$ cat config.mk
export PLATFORM = sky130hd
export DESIGN_NAME = half_adder_pipe
export DESIGN_NICKNAME = d
export VERILOG_FILES = /design/src/rtl/half_adder_pipe.sv
export SDC_FILE = /design/constraint.sdc
export NUM_CORES = 1
export LEC_CHECK = 0
export ABC_AREA = 0
export CAP_MARGIN = 20
export CORE_AREA = 2 2 39 41
export CTS_CLUSTER_SIZE = 14
export DETAILED_ROUTE_END_ITERATION = 8
export DIE_AREA = 0 0 41 43
export GPL_ROUTABILITY_DRIVEN = 0
export GPL_TIMING_DRIVEN = 1
export HOLD_SLACK_MARGIN = 0.03
export MAX_ROUTING_LAYER = met4
export SYNTH_ARGS = -nofsm -noshare
export SYNTH_HDL_FRONTEND = slang
export SYNTH_SLANG_ARGS = --single-unit
$ cat constraint.sdc
create_clock -name clk -period 2.55 [get_ports clk]
set_input_delay 0.255 -clock clk [delete_from_list [all_inputs] [get_ports clk]]
set_output_delay 0.255 -clock clk [all_outputs]
set_load 0.01 [all_outputs]
$ cat src/rtl/half_adder_pipe.sv
// Registered LANES-wide half adder with valid/ready handshake and a 2-entry skid buffer.
// Define HALF_ADDER_PARITY_EN to add a registered parity output that tracks the head result.
module half_adder_pipe #(
    parameter int LANES = 1
) (
    input  logic             clk,
    input  logic             rst_n,
    input  logic [LANES-1:0] a,
    input  logic [LANES-1:0] b,
    input  logic             in_valid,
    output logic             in_ready,
    output logic [LANES-1:0] sum,
    output logic [LANES-1:0] carry,
    output logic             out_valid,
    input  logic             out_ready
`ifdef HALF_ADDER_PARITY_EN
    ,
    output logic             parity
`endif
);

    localparam logic [1:0] ST_EMPTY = 2'd0;
    localparam logic [1:0] ST_ONE   = 2'd1;
    localparam logic [1:0] ST_FULL  = 2'd2;

`ifdef HALF_ADDER_PARITY_EN
    localparam int EW = 2 * LANES + 1;
`else
    localparam int EW = 2 * LANES;
`endif

    logic [1:0]       state_q, state_d;
    logic [EW-1:0]    main_q, main_d;
    logic [EW-1:0]    skid_q, skid_d;
    logic             in_ready_q, in_ready_d;
    logic             out_valid_q, out_valid_d;

    logic [LANES-1:0] new_sum;
    logic [LANES-1:0] new_carry;
    logic [EW-1:0]    new_entry;
    logic             in_xfer;
    logic             out_xfer;

    for (genvar gi = 0; gi < LANES; gi++) begin : g_lane
        assign new_sum[gi]   = a[gi] ^ b[gi];
        assign new_carry[gi] = a[gi] & b[gi];
    end

    // Entry layout: {[parity,] carry, sum}
`ifdef HALF_ADDER_PARITY_EN
    assign new_entry = {^{new_carry, new_sum}, new_carry, new_sum};
`else
    assign new_entry = {new_carry, new_sum};
`endif

    assign in_xfer  = in_valid && in_ready_q;
    assign out_xfer = out_valid_q && out_ready;

    always_comb begin
        state_d = state_q;
        main_d  = main_q;
        skid_d  = skid_q;
        case (state_q)
            ST_EMPTY: begin
                if (in_xfer) begin
                    main_d  = new_entry;
                    state_d = ST_ONE;
                end
            end
            ST_ONE: begin
                if (in_xfer && out_xfer) begin
                    main_d = new_entry;
                end else if (in_xfer) begin
                    skid_d  = new_entry;
                    state_d = ST_FULL;
                end else if (out_xfer) begin
                    state_d = ST_EMPTY;
                end
            end
            ST_FULL: begin
                if (out_xfer) begin
                    main_d  = skid_q;
                    state_d = ST_ONE;
                end
            end
            default: state_d = ST_EMPTY;
        endcase
        // Handshake flags are registered from the next state so out_ready never reaches in_ready combinationally.
        in_ready_d  = (state_d != ST_FULL);
        out_valid_d = (state_d != ST_EMPTY);
    end

    always_ff @(posedge clk or negedge rst_n) begin
        if (!rst_n) begin
            state_q     <= ST_EMPTY;
            main_q      <= '0;
            skid_q      <= '0;
            in_ready_q  <= 1'b1;
            out_valid_q <= 1'b0;
        end else begin
            state_q     <= state_d;
            main_q      <= main_d;
            skid_q      <= skid_d;
            in_ready_q  <= in_ready_d;
            out_valid_q <= out_valid_d;
        end
    end

    assign in_ready  = in_ready_q;
    assign out_valid = out_valid_q;
    assign sum       = main_q[LANES-1:0];
    assign carry     = main_q[2*LANES-1:LANES];
`ifdef HALF_ADDER_PARITY_EN
    assign parity    = main_q[2*LANES];
`endif

endmodule

==> results.toml <==
[final_layout]
fillers = 135
areaGrowthSynthToFinish_pct = 33.3
drive_above_1_share_pct = 19.1
antenna_cells = 0
fin_nets = 55

[timing]
fmax_mhz = 628
fin_crit_ns = 1.59
hold_viol_final = 0
relSlewSlack_pct = 74.8
post-route-period-util_pct = 62.5
fin_skew_ns = 0.0150
grt_setup_unrepaired = "no"
worst-slew-pin-transition_ns = 0.377
final-setup-viol-count = 0
fin_setup_tns_ns = 0
timing.hold.ws_ns = 0.274
slew_violations = 0
setup_ws_ns = 0.957

[worst_setup_path]
critPathRequiredTime_ns = 2.30
cp_slowest_cell = "dfstp_2"
critPathCaptureType = "output port"
startpoint = "in_ready"
critical_path.cell_chain = "clkdlybuf4s50_1"
timing.rr.start = "out_valid"
cp.arrival_ns = 1.34
max_stage_delay_ns = 0.56
crit_type = "reg2out"
worstPathBufferInverterCount = 1
cp_max_fo = 6
startpoint_type = "flop"
cpLargestDelayFamily = "flip-flops"

[yosys]
yosysUniqueCellTypes = 21
yosys_warnings = 0
synth-seq-cells = 8
ys_seq_area_share_pct = 49.2
netlist.area_leader.share_pct = 42.8
synth_cells = 34
syn-num-nets = 41
syn_avg_cell_area_um2 = 12.0
yosys.area.top_type = "dfrtp_1"
synth_area_um2 = 409
synthTopCellsByArea = "dfrtp_1, mux2_2, dfstp_2"

[detailed_routing]
routed_wl_um = 786
drtPass1Iterations = 2
drc = 0
viasPerCell = 5.17
drtIter0Drc = 4
vias = 326
postRouteAntennaNets = 0
wl_per_cell_um = 12.5

[global_route]
grt_util_met2_pct = 15.3
grt_overflow = 0
gr-usage-met1_pct = 13.4
gr-usage-met3_pct = 3.14
grt_start_max_net_pins = 9
busiest_layer = "met2"
grt_pass1_wl_mm = 1.28
antenna_found_initial = 0
grt_use_total_pct = 11.5
grt_pass1_vias = 321

[die]
core-area_mm2 = 0.00138
die_w_um = 41
start_util_pct = 29.6
die_h_um = 43
die_area_mm2 = 0.00176
ios = 10
rows = 14

[clocking]
numCtsBuffers = 3
post-cts-setup-buffer-count = 0
cts_tree = "yes"
clock_path_buffers = 2
root_buffer = "clkbuf_4"
cts_hold_buf = 0
cts_resized = 0
clk_latency_ns = 0.26
ctsHtreeMaxLevel = 1
path_clk_slew_ns = 0.06
cts_sinks = 8

[job]
drv_cap = 0

[placed_design]
place_ws_ns = 0.761
port_buffers = 9
dp_hpwl_um = 578

[pwr]
total_leakage_power_nw = 0.246
vdd_ir_drop_max_v = 0.000391
finalPower_w = 0.000560
p_per_area_mw_per_mm2 = 1030

[run_status]
status = "completed"

[hold_path]
hold_class = "in2async"
[cells in the final DEF, fill, tap and decap left out]
cell	Yosys	layout
clkdlybuf4s50_1	0	9
dfrtp_1	7	7
nand2_1	4	4
mux2_2	4	4
clkbuf_4	0	3
mux2_1	2	2
a21boi_1	1	1
and4_1	1	1
a21oi_1	1	1
and3b_2	1	1
a31oi_1	1	1
o22ai_1	1	1
nand2b_1	1	1
a22oi_1	1	1
and2_1	1	1
inv_1	1	1
o21ai_0	1	1
a22o_1	1	1
and4b_1	1	1
and4bb_1	1	1
a211o_1	1	1
ha_1	1	1
clkbuf_1	0	1
dfstp_2	1	1
[synth_stat cells]
library cell  n
a211o_1       1
a21boi_1      1
a21oi_1       1
a22o_1        1
a22oi_1       1
a31oi_1       1
and2_1        1
and3b_2       1
and4_1        1
and4b_1       1
and4bb_1      1
dfrtp_1       7
dfstp_2       1
ha_1          1
inv_1         1
mux2_1        2
mux2_2        4
nand2_1       4
nand2b_1      1
o21ai_0       1
o22ai_1       1
[power by group]
part | leakage (nW) | internal [W] | switching, W | total [W]
logic | 0.134 | 0.000135 | 0.0000838 | 0.000219
clock network | 0.0150 | 0.0000599 | 0.0000455 | 0.000105
registers | 0.0968 | 0.000186 | 0.0000495 | 0.000236
total | 0.246 | 0.000381 | 0.000179 | 0.000560
[cell type report]
type                    instances  area, um2  area share, %
flip-flops and latches          8        201           36.9
multi-input cells              25        204           37.4
clock buffers                   4       26.3           4.82
inverters                       1       3.75          0.688
well taps                      16       20.0           3.67
repair buffers                  9       90.1           16.5
[final timing paths]
kind / endpoint / slack [ns] / depth (start not counted)
worst max register to register: main_q[0] / 1.13 / 3
max in group asynchronous: in_ready / 1.95 / 1
worst min register to register: skid_q[0] / 0.50 / 1
worst min-delay path: skid_q[0] / 0.27 / 1
worst max-delay path: in_ready / 0.96 / 1
min in group clk: skid_q[0] / 0.50 / 1
[per-layer routing]
| metal | wire length, um | up-vias | part of all wire, % |
|---|---|---|---|
| met5 | 0 | - | 0 |
| met4 | 0 | 0 | 0 |
| met3 | 53 | 0 | 6.7 |
| met2 | 385 | 10 | 49 |
| met1 | 347 | 160 | 44 |
| li1 | - | 156 | - |
[through the flow]
stage / area [um2] / utilization [%] / instances
floorplan: 409 / - / 34
global placement: 519 / 37.5 / 59
detailed placement: 519 / 37.5 / 59
CTS: 546 / 39.4 / 63
global route: 546 / 39.4 / 63
finish: 546 / 39.4 / 63
[flip-flops by register name, indices dropped and copies added, names as in the netlist]
signal,cells
skid_q,2
state_q,2
main_q,2
in_ready,1
out_valid,1
[cells by family (layout without fill, tap and decap cells)]
kind of cell,count (synthesis),in the layout,share of synthesized area [%]
mux,6,6,16.5
flops,8,8,49.2
fa+ha+maj,1,1,3.06
compound gates,8,8,13.5
buf+inv,1,14,0.917
simple gates,10,10,16.8
Power figures use the tool's default switching activity.
==> patch: new RTL, same settings <==
The option `HALF_ADDER_PARITY_EN` is turned on by a define.
--- a/src/rtl/half_adder_pipe.sv
+++ b/src/rtl/half_adder_pipe.sv
@@ -1,4 +1,6 @@
 // Registered LANES-wide half adder with valid/ready handshake and a 2-entry skid buffer.
 // Define HALF_ADDER_PARITY_EN to add a registered parity output that tracks the head result.
+`define HALF_ADDER_PARITY_EN
+
 module half_adder_pipe #(
     parameter int LANES = 1
Behaviour (old outputs only; new: parity): unchanged (equiv_simple and equiv_induct, registers matched by name and starting in step).
==> patch against the unedited design <==
Count of clock-buffer cells in the layout unchanged. Highest routed layer unchanged. Synthesized area increased by 19%. Cell count rose by 13%. Sequential cell count increased by 2. Global-route usage rose by 1.9 points. Setup slack got worse by 0.012 ns. Design area grew 18%. Wire length is 2.9% higher. Power increased by 23%. Fmax fell by 0.74%.
==> patch: results <==
{
  "worstRegToRegCells": 4,
  "synth_area_leaders": "dfrtp_1 (46%), mux2_2 (9.3%), mux2_1 (7.0%), dfstp_2 (5.4%), ha_1 (5.2%)",
  "synthCells": 41,
  "via_per_inst": 4.887,
  "power.density_mw_per_mm2": 1073,
  "cpMaxStageDelayCell": "clkdlybuf4s50_1",
  "place_ws_ns": 0.8017,
  "finalNonFillerCells": 71,
  "period_minus_slack_ns": 1.604,
  "fillerInstances": 141,
  "r2r_start": "state_q[1]$_DFF_PN0_",
  "hold_slack_ns": 0.2997,
  "grtUsageTotal_pct": 13.38,
  "placed_cells": 67,
  "drive_above_1_share_pct": 21.82,
  "finalNetCount": 64,
  "reg2reg_setup_slack_ns": 1.06,
  "grt_pass1_vias": 342,
  "synth_cell_type_count": 18,
  "grt_pass1_wl_mm": 1.531,
  "synth.net_count": 49,
  "outcome": "finished, final reports clean",
  "wl_per_cell_um": 11.39,
  "placed_area_um2": 605.6,
  "synth_common_cells": "dfrtp_1 (9), inv_1 (4), mux2_2 (4), nand2_1 (4), mux2_1 (3)",
  "first_pass_iters": 5,
  "grt_start_max_net_pins": 11
}
patch: area by class of cell:
type                            count  area share [%]
Sequential cell                    10           39.18
Clock buffer                        4           5.653
Inverter                            4           2.339
Multi-Input combinational cell     27           34.11
Tap cell                           16           3.119
Timing Repair Buffer               10           15.59
patch: where the power goes:
group          total, mW  switching, mW  internal, mW
Sequential         0.279         0.0468         0.232
Combinational      0.267          0.111         0.156
Clock              0.143         0.0559        0.0866
patch: logic make-up after synthesis:
group | count (synthesis) | synth area share (%)
DFF | 10 | 51.81
muxes | 7 | 16.24
buffers and inverters | 4 | 3.092
and+or+nand+nor | 9 | 9.793
adders and majority gates | 2 | 5.154
AOI/OAI and AO/OA | 9 | 13.92
patch: layer usage:
metal  part of all wire (%)  global-route usage (%)
met1                     47                   17.57
met2                     49                   19.06
met3                    3.5                   3.141
met4                      0                   6.000
met5                      0                       -
